==> src/rtl/versat_const_seq_pkg.sv <==
// Shared types and defaults for the Versat constant-sequence source unit.
// Optional ramp feature: VERSAT_CONST_SEQ_RAMP_EN.
package versat_const_seq_pkg;

    localparam int DEF_DATA_W  = 32;
    localparam int DEF_DEPTH   = 4;
    localparam int DEF_HOLD_W  = 8;
    localparam int DEF_DELAY_W = 10;
    localparam int DEF_ITER_W  = 8;

    typedef enum logic [1:0] {
        IDLE  = 2'd0,
        DELAY = 2'd1,
        GEN   = 2'd2
    } state_t;

    function automatic int len_w(input int depth);
        return $clog2(depth + 1);
    endfunction

endpackage

==> src/rtl/versat_hold_counter.sv <==
// Loadable down-counter; tc pulses while enabled and the count is zero.
// Used for both the start delay and the per-entry hold.
module versat_hold_counter #(
    parameter int W = 8
) (
    input  logic         clk,
    input  logic         rst,
    input  logic         load,
    input  logic [W-1:0] value,
    input  logic         en,
    output logic         tc
);

    logic [W-1:0] count;

    always_ff @(posedge clk or negedge rst) begin
        if (!rst) begin
            count <= '0;
        end else if (load) begin
            count <= value;
        end else if (en && count != '0) begin
            count <= count - 1'b1;
        end
    end

    assign tc = en && (count == '0);

endmodule

==> src/rtl/versat_const_seq.sv <==
// Constant-sequence source: plays a table of constants with delay/hold/passes.
// Define VERSAT_CONST_SEQ_RAMP_EN to add a per-pass offset (cfg_incr).
module versat_const_seq
    import versat_const_seq_pkg::*;
#(
    parameter int DATA_W  = DEF_DATA_W,
    parameter int DEPTH   = DEF_DEPTH,
    parameter int HOLD_W  = DEF_HOLD_W,
    parameter int DELAY_W = DEF_DELAY_W,
    parameter int ITER_W  = DEF_ITER_W
) (
    input  logic                      clk,
    input  logic                      rst,
    input  logic                      run,
    input  logic [DEPTH*DATA_W-1:0]   cfg_const,
    input  logic [len_w(DEPTH)-1:0]   cfg_len,
    input  logic [HOLD_W-1:0]         cfg_hold,
    input  logic [DELAY_W-1:0]        cfg_delay,
    input  logic [ITER_W-1:0]         cfg_iter,
`ifdef VERSAT_CONST_SEQ_RAMP_EN
    input  logic [DATA_W-1:0]         cfg_incr,
`endif
    output logic [DATA_W-1:0]         out0,
    output logic                      done
);

    localparam int LEN_W = len_w(DEPTH);

    state_t state, state_next;

    logic [DEPTH*DATA_W-1:0] tbl_sh;
    logic [LEN_W-1:0]        len_sh;
    logic [HOLD_W-1:0]       hold_sh;
    logic [ITER_W-1:0]       iter_sh;
    logic [LEN_W-1:0]        idx;
    logic [ITER_W-1:0]       pass;

    logic [LEN_W-1:0]  len_clamp;
    logic [HOLD_W-1:0] cfg_hold_m1;
    logic [HOLD_W-1:0] hold_m1;
    logic [LEN_W-1:0]  idx_n;
    logic [DATA_W-1:0] entry_n;
    logic [DATA_W-1:0] offset_cur;
    logic [DATA_W-1:0] offset_wrap;

    logic start_gen;
    logic step;
    logic wrap;
    logic delay_tc;
    logic hold_tc;
    logic hold_load;

    assign len_clamp = (cfg_len > LEN_W'(DEPTH)) ? LEN_W'(DEPTH) : cfg_len;

    // A hold of zero behaves as one; counters load hold-1.
    assign cfg_hold_m1 = (cfg_hold == '0) ? '0 : cfg_hold - 1'b1;
    assign hold_m1     = (hold_sh == '0) ? '0 : hold_sh - 1'b1;

    assign hold_load = run || start_gen || step;
    assign done      = (state == IDLE);

    versat_hold_counter #(
        .W(DELAY_W)
    ) u_delay_cnt (
        .clk  (clk),
        .rst  (rst),
        .load (run),
        .value(cfg_delay - 1'b1),
        .en   (state == DELAY),
        .tc   (delay_tc)
    );

    versat_hold_counter #(
        .W(HOLD_W)
    ) u_hold_cnt (
        .clk  (clk),
        .rst  (rst),
        .load (hold_load),
        .value(run ? cfg_hold_m1 : hold_m1),
        .en   (state == GEN),
        .tc   (hold_tc)
    );

    always_ff @(posedge clk or negedge rst) begin
        if (!rst) begin
            state <= IDLE;
        end else begin
            state <= state_next;
        end
    end

    always_comb begin
        state_next = state;
        start_gen  = 1'b0;
        step       = 1'b0;
        wrap       = 1'b0;
        if (run) begin
            // An empty table still spends one cycle in GEN so done dips low.
            if (len_clamp == '0) begin
                state_next = GEN;
            end else if (cfg_delay != '0) begin
                state_next = DELAY;
            end else begin
                state_next = GEN;
            end
        end else begin
            unique case (state)
                IDLE: begin
                    state_next = IDLE;
                end
                DELAY: begin
                    if (delay_tc) begin
                        state_next = GEN;
                        start_gen  = 1'b1;
                    end
                end
                GEN: begin
                    if (len_sh == '0) begin
                        state_next = IDLE;
                    end else if (hold_tc) begin
                        if (idx == len_sh - 1'b1) begin
                            wrap = 1'b1;
                            if (iter_sh != '0 && pass + 1'b1 == iter_sh) begin
                                state_next = IDLE;
                            end else begin
                                step = 1'b1;
                            end
                        end else begin
                            step = 1'b1;
                        end
                    end
                end
                default: begin
                    state_next = IDLE;
                end
            endcase
        end
    end

    assign idx_n = (start_gen || wrap) ? '0 : idx + 1'b1;

    always_comb begin
        entry_n = '0;
        for (int k = 0; k < DEPTH; k++) begin
            if (idx_n == LEN_W'(k)) begin
                entry_n = tbl_sh[k*DATA_W +: DATA_W];
            end
        end
    end

`ifdef VERSAT_CONST_SEQ_RAMP_EN
    logic [DATA_W-1:0] incr_sh;
    logic [DATA_W-1:0] offset;

    always_ff @(posedge clk or negedge rst) begin
        if (!rst) begin
            incr_sh <= '0;
            offset  <= '0;
        end else if (run) begin
            incr_sh <= cfg_incr;
            offset  <= '0;
        end else if (wrap) begin
            offset <= offset + incr_sh;
        end
    end

    assign offset_cur  = offset;
    assign offset_wrap = offset + incr_sh;
`else
    assign offset_cur  = '0;
    assign offset_wrap = '0;
`endif

    always_ff @(posedge clk or negedge rst) begin
        if (!rst) begin
            tbl_sh  <= '0;
            len_sh  <= '0;
            hold_sh <= '0;
            iter_sh <= '0;
            idx     <= '0;
            pass    <= '0;
            out0    <= '0;
        end else if (run) begin
            tbl_sh  <= cfg_const;
            len_sh  <= len_clamp;
            hold_sh <= cfg_hold;
            iter_sh <= cfg_iter;
            idx     <= '0;
            pass    <= '0;
            // Zero delay: entry 0 must be visible the cycle after run.
            if (len_clamp != '0 && cfg_delay == '0) begin
                out0 <= cfg_const[DATA_W-1:0];
            end
        end else begin
            if (start_gen || step) begin
                idx  <= idx_n;
                out0 <= entry_n + (wrap ? offset_wrap : offset_cur);
            end
            if (wrap) begin
                pass <= pass + 1'b1;
            end
        end
    end

endmodule

==> config.mk <==
export PLATFORM = sky130hd
export DESIGN_NAME = versat_const_seq
export DESIGN_NICKNAME = d
export VERILOG_FILES = /design/src/rtl/versat_const_seq_pkg.sv /design/src/rtl/versat_hold_counter.sv /design/src/rtl/versat_const_seq.sv
export SDC_FILE = /design/constraint.sdc
export NUM_CORES = 1
export LEC_CHECK = 0
export CORE_MARGIN = 3
export CORE_UTILIZATION = 54
export DETAILED_ROUTE_END_ITERATION = 8
export PLACE_DENSITY = 0.88
export SYNTH_ARGS = -nofsm -noshare
export SYNTH_HDL_FRONTEND = slang
export SYNTH_SLANG_ARGS = --single-unit
==> constraint.sdc <==
create_clock -name clk -period 4.7 [get_ports clk]
set_input_delay 0.94 -clock clk [delete_from_list [all_inputs] [get_ports clk]]
set_output_delay 0.94 -clock clk [all_outputs]
set_load 0.05 [all_outputs]
==> out/results.ini, run 1 <==
[finish]
final_area_sq_um=13700
drive_above_1_share_pct=22.7
area_delta_synth_final_pct=27.1
multi_input_area_sq_um=5220
seqCellArea_sq_um=5260
fin_nets=1258
fill_cells=1392

[yosys]
syn_area_per_cell_sq_um=11.7
yosys.area.top_type=dfrtp_1
ys_seq_elements=210
synthXorXnorAreaFrac_pct=4.37
synth_compound_area_share_pct=11.7
yosys.area_share.simple_pct=7.74
synthTopCellsByCount=dfrtp_1 (210), mux2_2 (177), clkbuf_1 (48)
yosysTopAreaCellShare_pct=48.8
ys_dominant_reg_cell=dfrtp_1
synth_top_family_by_area=multiplexers
synth_seq_area_share_pct=48.8
synthCells=920
yosysMostFrequentCell=dfrtp_1
yosysWarnings=0
synthDistinctLibCells=58
syn_nets=1089
ys_async_sr_fraction_pct=100
synth_area_leaders=dfrtp_1 (49%), mux2_2 (19%), mux2i_1 (4.0%)
syn_area_sq_um=10800
synthAdderAreaFrac_pct=1.05
synth-edff-count=0
synthMuxAreaShare_pct=23.2

[timing]
min_period_ns=3.23
setup-tns-final_ns=0
hold_violations=0
worst_pin_slew_ns=1.04
rsz0062_at_grt=no
setup_viol=0
slew_headroom_pct=29.5
whs_ns=0.505
maxSlewViolCount=0
fin_skew_ns=0.0256
timing.final.crit_share_pct=68.6
fmax_ghz=0.310

[route]
via_count=8249
wire_per_inst_um=20.2
wl_um=27700
drtIter0Drc=722
drtAntennaViolNets=0
drtPass1Iterations=7
drc_errors=0
vias_per_cell=6.01

[floorplanning]
io_pins=193
die_y_um=147
start_util_pct=55.1
die_x_um=147
core_area_sq_um=19500
die-area_sq_um=21700
rows=51

[power]
p_int_uw=3450
p_seq_share_pct=45.2
power_density_nw_per_um2=344
ir_drop_uv=270
p_switching_uw=1260
switching_share_pct=26.8
total_power_uw=4710
comb_power_share_pct=16.9
clkPwrFrac_pct=37.9
power_leakage_uw=0.00566

[worst_setup_path]
cp-startpoint=run
startpoint_type=input pin
cp_data_arrival_time_ns=3.61
r2r-start=len_sh[0]
worstSetupPathType=in -> reg
path_max_fanout=89
required_ns=5.08
r2r_end=out0[16]
reg2reg_slack_ns=1.54
cp-end-kind=flip-flop
worst-r2r-cell-count=8
critPathCapture=out0[22]

[clock_tree]
ctsResizeCount=0
path_clk_slew_ns=0.06
cts_tree=done
clk_latency_ns=0.52
holdBufCountCts=0
cts_setup_buffers=0
clock-sinks=210
h-tree-depth=1
clockBufferDepth=3
cts-root-buf=clkbuf_16
cts_inserted_buffers=24

[run]
maxCapViolCount=0

[place]
place_congestion=0.883
numPortBuffers=192
dp_hpwl_um=18200
placed_area_sq_um=12900

[grt]
antenna_found_initial=4
grt_max_degree=124
gr-usage-all-layers_pct=25.5
grt_pass1_vias=8469
grt_first_pass_wirelength_um=45100
gr-total-overflow=0

[min_path]
hold_path_class=reg -> reg

[status]
status=completed

==> worst min path at each step <==
stage	startpoint	to	slack, ns	depth (start not counted)
after CTS	tbl_sh[94]	tbl_sh[94]	0.51	1
after global routing	tbl_sh[62]	tbl_sh[62]	0.53	1
after detailed placement	tbl_sh[84]	tbl_sh[84]	0.50	1
after floorplan	tbl_sh[67]	tbl_sh[67]	0.48	1
final	tbl_sh[94]	tbl_sh[94]	0.51	1
after global placement	tbl_sh[90]	tbl_sh[90]	0.49	1
==> power by group through the flow <==
| stage | Sequential [uW] | Clock [uW] | Combinational, uW |
|---|---|---|---|
| global placement | 2150 | 0 | 768 |
| detailed placement | 2160 | 0 | 793 |
| CTS | 2130 | 1810 | 800 |
| floorplan | 2190 | 0 | 410 |
| finish | 2130 | 1780 | 797 |
| global route | 2150 | 1890 | 862 |
==> area by class of cell <==
cell class              count  area share [%]
clock inverters            10           0.530
diodes                      1          0.0183
well taps                 265            2.42
inverters                  18           0.494
clock buffers              33            5.07
multi-input cells         629            38.1
flip-flops and latches    210            38.4
repair buffers            206            15.0
==> logic make-up (layout without fill, tap and decap cells) <==
| group | Yosys count | count (layout) |
|---|---|---|
| buffers and inverters | 81 | 267 |
| xor gates and xnor gates | 52 | 52 |
| adders and majority gates | 9 | 9 |
| and+or+nand+nor | 163 | 163 |
| muxes | 225 | 225 |
| DFF | 210 | 210 |
| other | 0 | 1 |
| AOI/OAI and AO/OA | 180 | 180 |
==> cell usage in the layout (no fill, tap or decap), drive strengths merged, types with 13 or more instances in the layout <==
cell / count
dfrtp: 210
clkdlybuf4s50: 190
mux2: 182
mux2i: 43
nor2: 41
a21oi: 40
nand3: 39
clkbuf: 35
a31oi: 34
o21a: 33
o32ai: 32
xnor2: 31
xor2: 20
nor3: 19
nand2: 18
inv: 17
buf: 14
o21ai: 13
==> through the flow <==
step,instances,util (%),worst slack [ns]
2_1_floorplan,920,-,0.845
3_3_place_gp,1328,66.2,1.09
3_5_place_dp,1328,66.2,0.996
4_1_cts,1371,70.1,1.51
5_1_grt,1372,70.1,1.31
6_report,1372,70.1,1.47
==> metal layers <==
metal / track usage (%) / up-vias / routed length [um]
li1: - / 3761 / -
met2: 42.4 / 324 / 13600
met1: 34.4 / 4100 / 11500
met4: 6.24 / 6 / 670
met3: 5.49 / 58 / 1920
met5: 0 / - / 36
==> worst max-delay path: stages <==
cell      delay (ns)
clkbuf_8        0.35
nor3_1          0.80
nand2_1         0.38
o21ai_4         0.21
buf_4           0.48
mux2_2          0.40
==> state kept, by name (all words and copies together) (netlist names), 3 cells and up <==
name,count
u_hold_cnt.count,8
hold_sh,8
pass,8
u_delay_cnt.count,10
out0,32
idx,3
iter_sh,8
tbl_sh,128
len_sh,3
No activity file was read; power rests on OpenSTA's default activity.
==> run 2, diff against run 1 <==
--- a/config.mk
+++ b/config.mk
@@ -6,9 +6,9 @@
 export NUM_CORES = 1
 export LEC_CHECK = 0
 export CORE_MARGIN = 3
-export CORE_UTILIZATION = 54
+export CORE_UTILIZATION = 48
 export DETAILED_ROUTE_END_ITERATION = 8
-export PLACE_DENSITY = 0.88
+export PLACE_DENSITY = 0.83
 export SYNTH_ARGS = -nofsm -noshare
 export SYNTH_HDL_FRONTEND = slang
 export SYNTH_SLANG_ARGS = --single-unit
==> constraint.sdc (replaced) <==
create_clock -name clk -period 2.61 [get_ports clk]
set_input_delay 0.522 -clock clk [delete_from_list [all_inputs] [get_ports clk]]
set_output_delay 0.522 -clock clk [all_outputs]
set_load 0.05 [all_outputs]
==> run 2 against run 1 <==
Cell area grew 3.3%. Via count grew 1.3%. Clock-buffer cell count grew 2. Power grew 81%. Flip-flop and latch count is the same. Critical path type is now reg -> reg. Largest cell class is now multi-input combinational cells. Highest routed layer is now met4.
==> out/results.ini, run 2 (synthesis gave the netlist of run 1 again) <==
[status]
status=completed

[power]
p_switching_uw=2230
p_int_uw=6310
clkPwrFrac_pct=37.6
total_power_uw=8540
power_leakage_uw=0.00588
power_density_nw_per_um2=604
ir_drop_uv=470
switching_share_pct=26.1
comb_power_share_pct=17.4
p_seq_share_pct=45.0

[finish]
drive_above_1_share_pct=25.6
layoutNonFillerInstCount=1422
layout_commonest_cell=dfrtp_1
top_register=tbl_sh
largest_register_ffs=128
final_cell_mix=dfrtp_1 (210), clkdlybuf4s50_1 (190), mux2_2 (177), mux2i_1 (42), nor2_1 (41)
reg_top3=tbl_sh (128), out0 (32), u_delay_cnt.count (10)
fin_nets=1295
area_delta_synth_final_pct=31.3

[timing]
hold_violations=0
setup_viol=0
fin_skew_ns=0.0127
min_period_ns=2.54
maxSlewViolCount=0
timing.final.crit_share_pct=97.2
rsz0062_at_grt=yes
fmax_ghz=0.394
worst_pin_slew_ns=1.03
slew_headroom_pct=31.6

[worst_setup_path]
path_max_fanout=9
worstSetupPathType=reg -> reg
cp-end-kind=flip-flop
startpoint_type=flip-flop
cp_data_arrival_time_ns=2.92
required_ns=2.99
worst-r2r-cell-count=8

[place]
place_inst=1378
numPortBuffers=192
place_congestion=0.882
dp_hpwl_um=19200

[clock_tree]
cts_tree=done
clk_latency_ns=0.50
clock-sinks=210
h-tree-depth=1
path_clk_slew_ns=0.07
cts-root-buf=clkbuf_16
clockBufferDepth=3
cts_inserted_buffers=23

[route]
wire_per_inst_um=20.5
vias_per_cell=5.88
drtAntennaViolNets=0
drc_errors=0
wl_um=29200
drtPass1Iterations=6
drtIter0Drc=481
via_count=8356

[floorplanning]
io_pins=193
die_y_um=156
start_util_pct=49.0
die-area_sq_um=24300
rows=54
die_x_um=156
core_area_sq_um=22000

[run]
maxCapViolCount=0

[grt]
gr-total-overflow=0
gr-usage-all-layers_pct=23.4
grt_first_pass_wirelength_um=45900
antenna_found_initial=2
grt_pass1_vias=8621
grt_max_degree=181

[min_path]
whs_path_depth=2
hold_path_class=in -> reg

-- run 2: cell types whose count changed in the layout (fill, tap and decap cells not counted), sizes merged, moves of 2 or more --
| cell | change |
|---|---|
| buf | +37 |
| bufinv | +2 |
| clkbuf | +2 |
| clkinv | -6 |
| clkinvlp | -3 |
-- run 2: worst max-delay path: stages (launching register included) --
cell and delay [ns]:
dfrtp_1 0.37, inv_1 0.09, ha_1 0.31, xnor2_1 0.15, or3_4 0.41, a2111oi_4 0.40
buf_4 0.21, o21ai_4 0.11, a221o_1 0.35
-- run 2: metrics by stage --
| stage | util (%) | TNS [ns] | hold WS (ns) | worst slack [ns] | area [sq um] |
|---|---|---|---|---|---|
| floorplan | - | 0 | 0.226 | 0.00875 | 10800 |
| global placement | 60.6 | 0 | 0.490 | 0.0415 | 13300 |
| detailed placement | 60.6 | 0 | 0.491 | 0.0402 | 13300 |
| CTS | 63.9 | 0 | 0.314 | 0.0358 | 14000 |
| global route | 64.4 | -0.0230 | 0.334 | -0.0191 | 14100 |
| finish | 64.4 | 0 | 0.332 | 0.0734 | 14100 |
-- run 2: per-layer routing --
| layer | global-route usage, % | share of wire (%) | vias to the layer above |
|---|---|---|---|
| met5 | 0 | 0 | - |
| met4 | 8.16 | 3.4 | 0 |
| met3 | 4.69 | 6.3 | 67 |
| met2 | 37.7 | 47 | 313 |
| met1 | 31.7 | 43 | 4154 |
| li1 | - | - | 3822 |
-- run 2: final timing paths --
kind / start / end / slack, ns
setup / recovery: len_sh[0] / u_hold_cnt.count[7] / 0.07
max in group asynchronous: rst / tbl_sh[24] / 1.38
hold reg to reg: tbl_sh[73] / tbl_sh[73] / 0.51
hold / removal: run / u_delay_cnt.count[0] / 0.33
min in group asynchronous: rst / u_delay_cnt.count[4] / 0.50
setup reg to reg: len_sh[0] / u_hold_cnt.count[7] / 0.07
-- run 2: final cells by class --
class,instances,area [sq um]
sequential,210,5260
clock inverter,4,70.1
multi-input combinational,629,5290
timing repair buffer,244,2440
fill,1658,7830
antenna,2,5.00
tap,280,350
clock buffer,35,661
inverter,18,67.6
-- run 2: power groups by stage --
stage | Sequential, uW | Clock [uW] | Combinational [uW]
after global placement | 3870 | 0 | 1430
after detailed placement | 3890 | 0 | 1470
after CTS | 3830 | 3270 | 1480
after global routing | 3880 | 3430 | 1600
after floorplan | 3950 | 0 | 743
final | 3840 | 3210 | 1480
-- run 2: what timing repair did --
item	in CTS	in global routing
hold endpoints to repair	41	0
hold buffers	1	0
buffers inserted	0	2
setup endpoints to repair	0	27
gates resized for setup	0	14
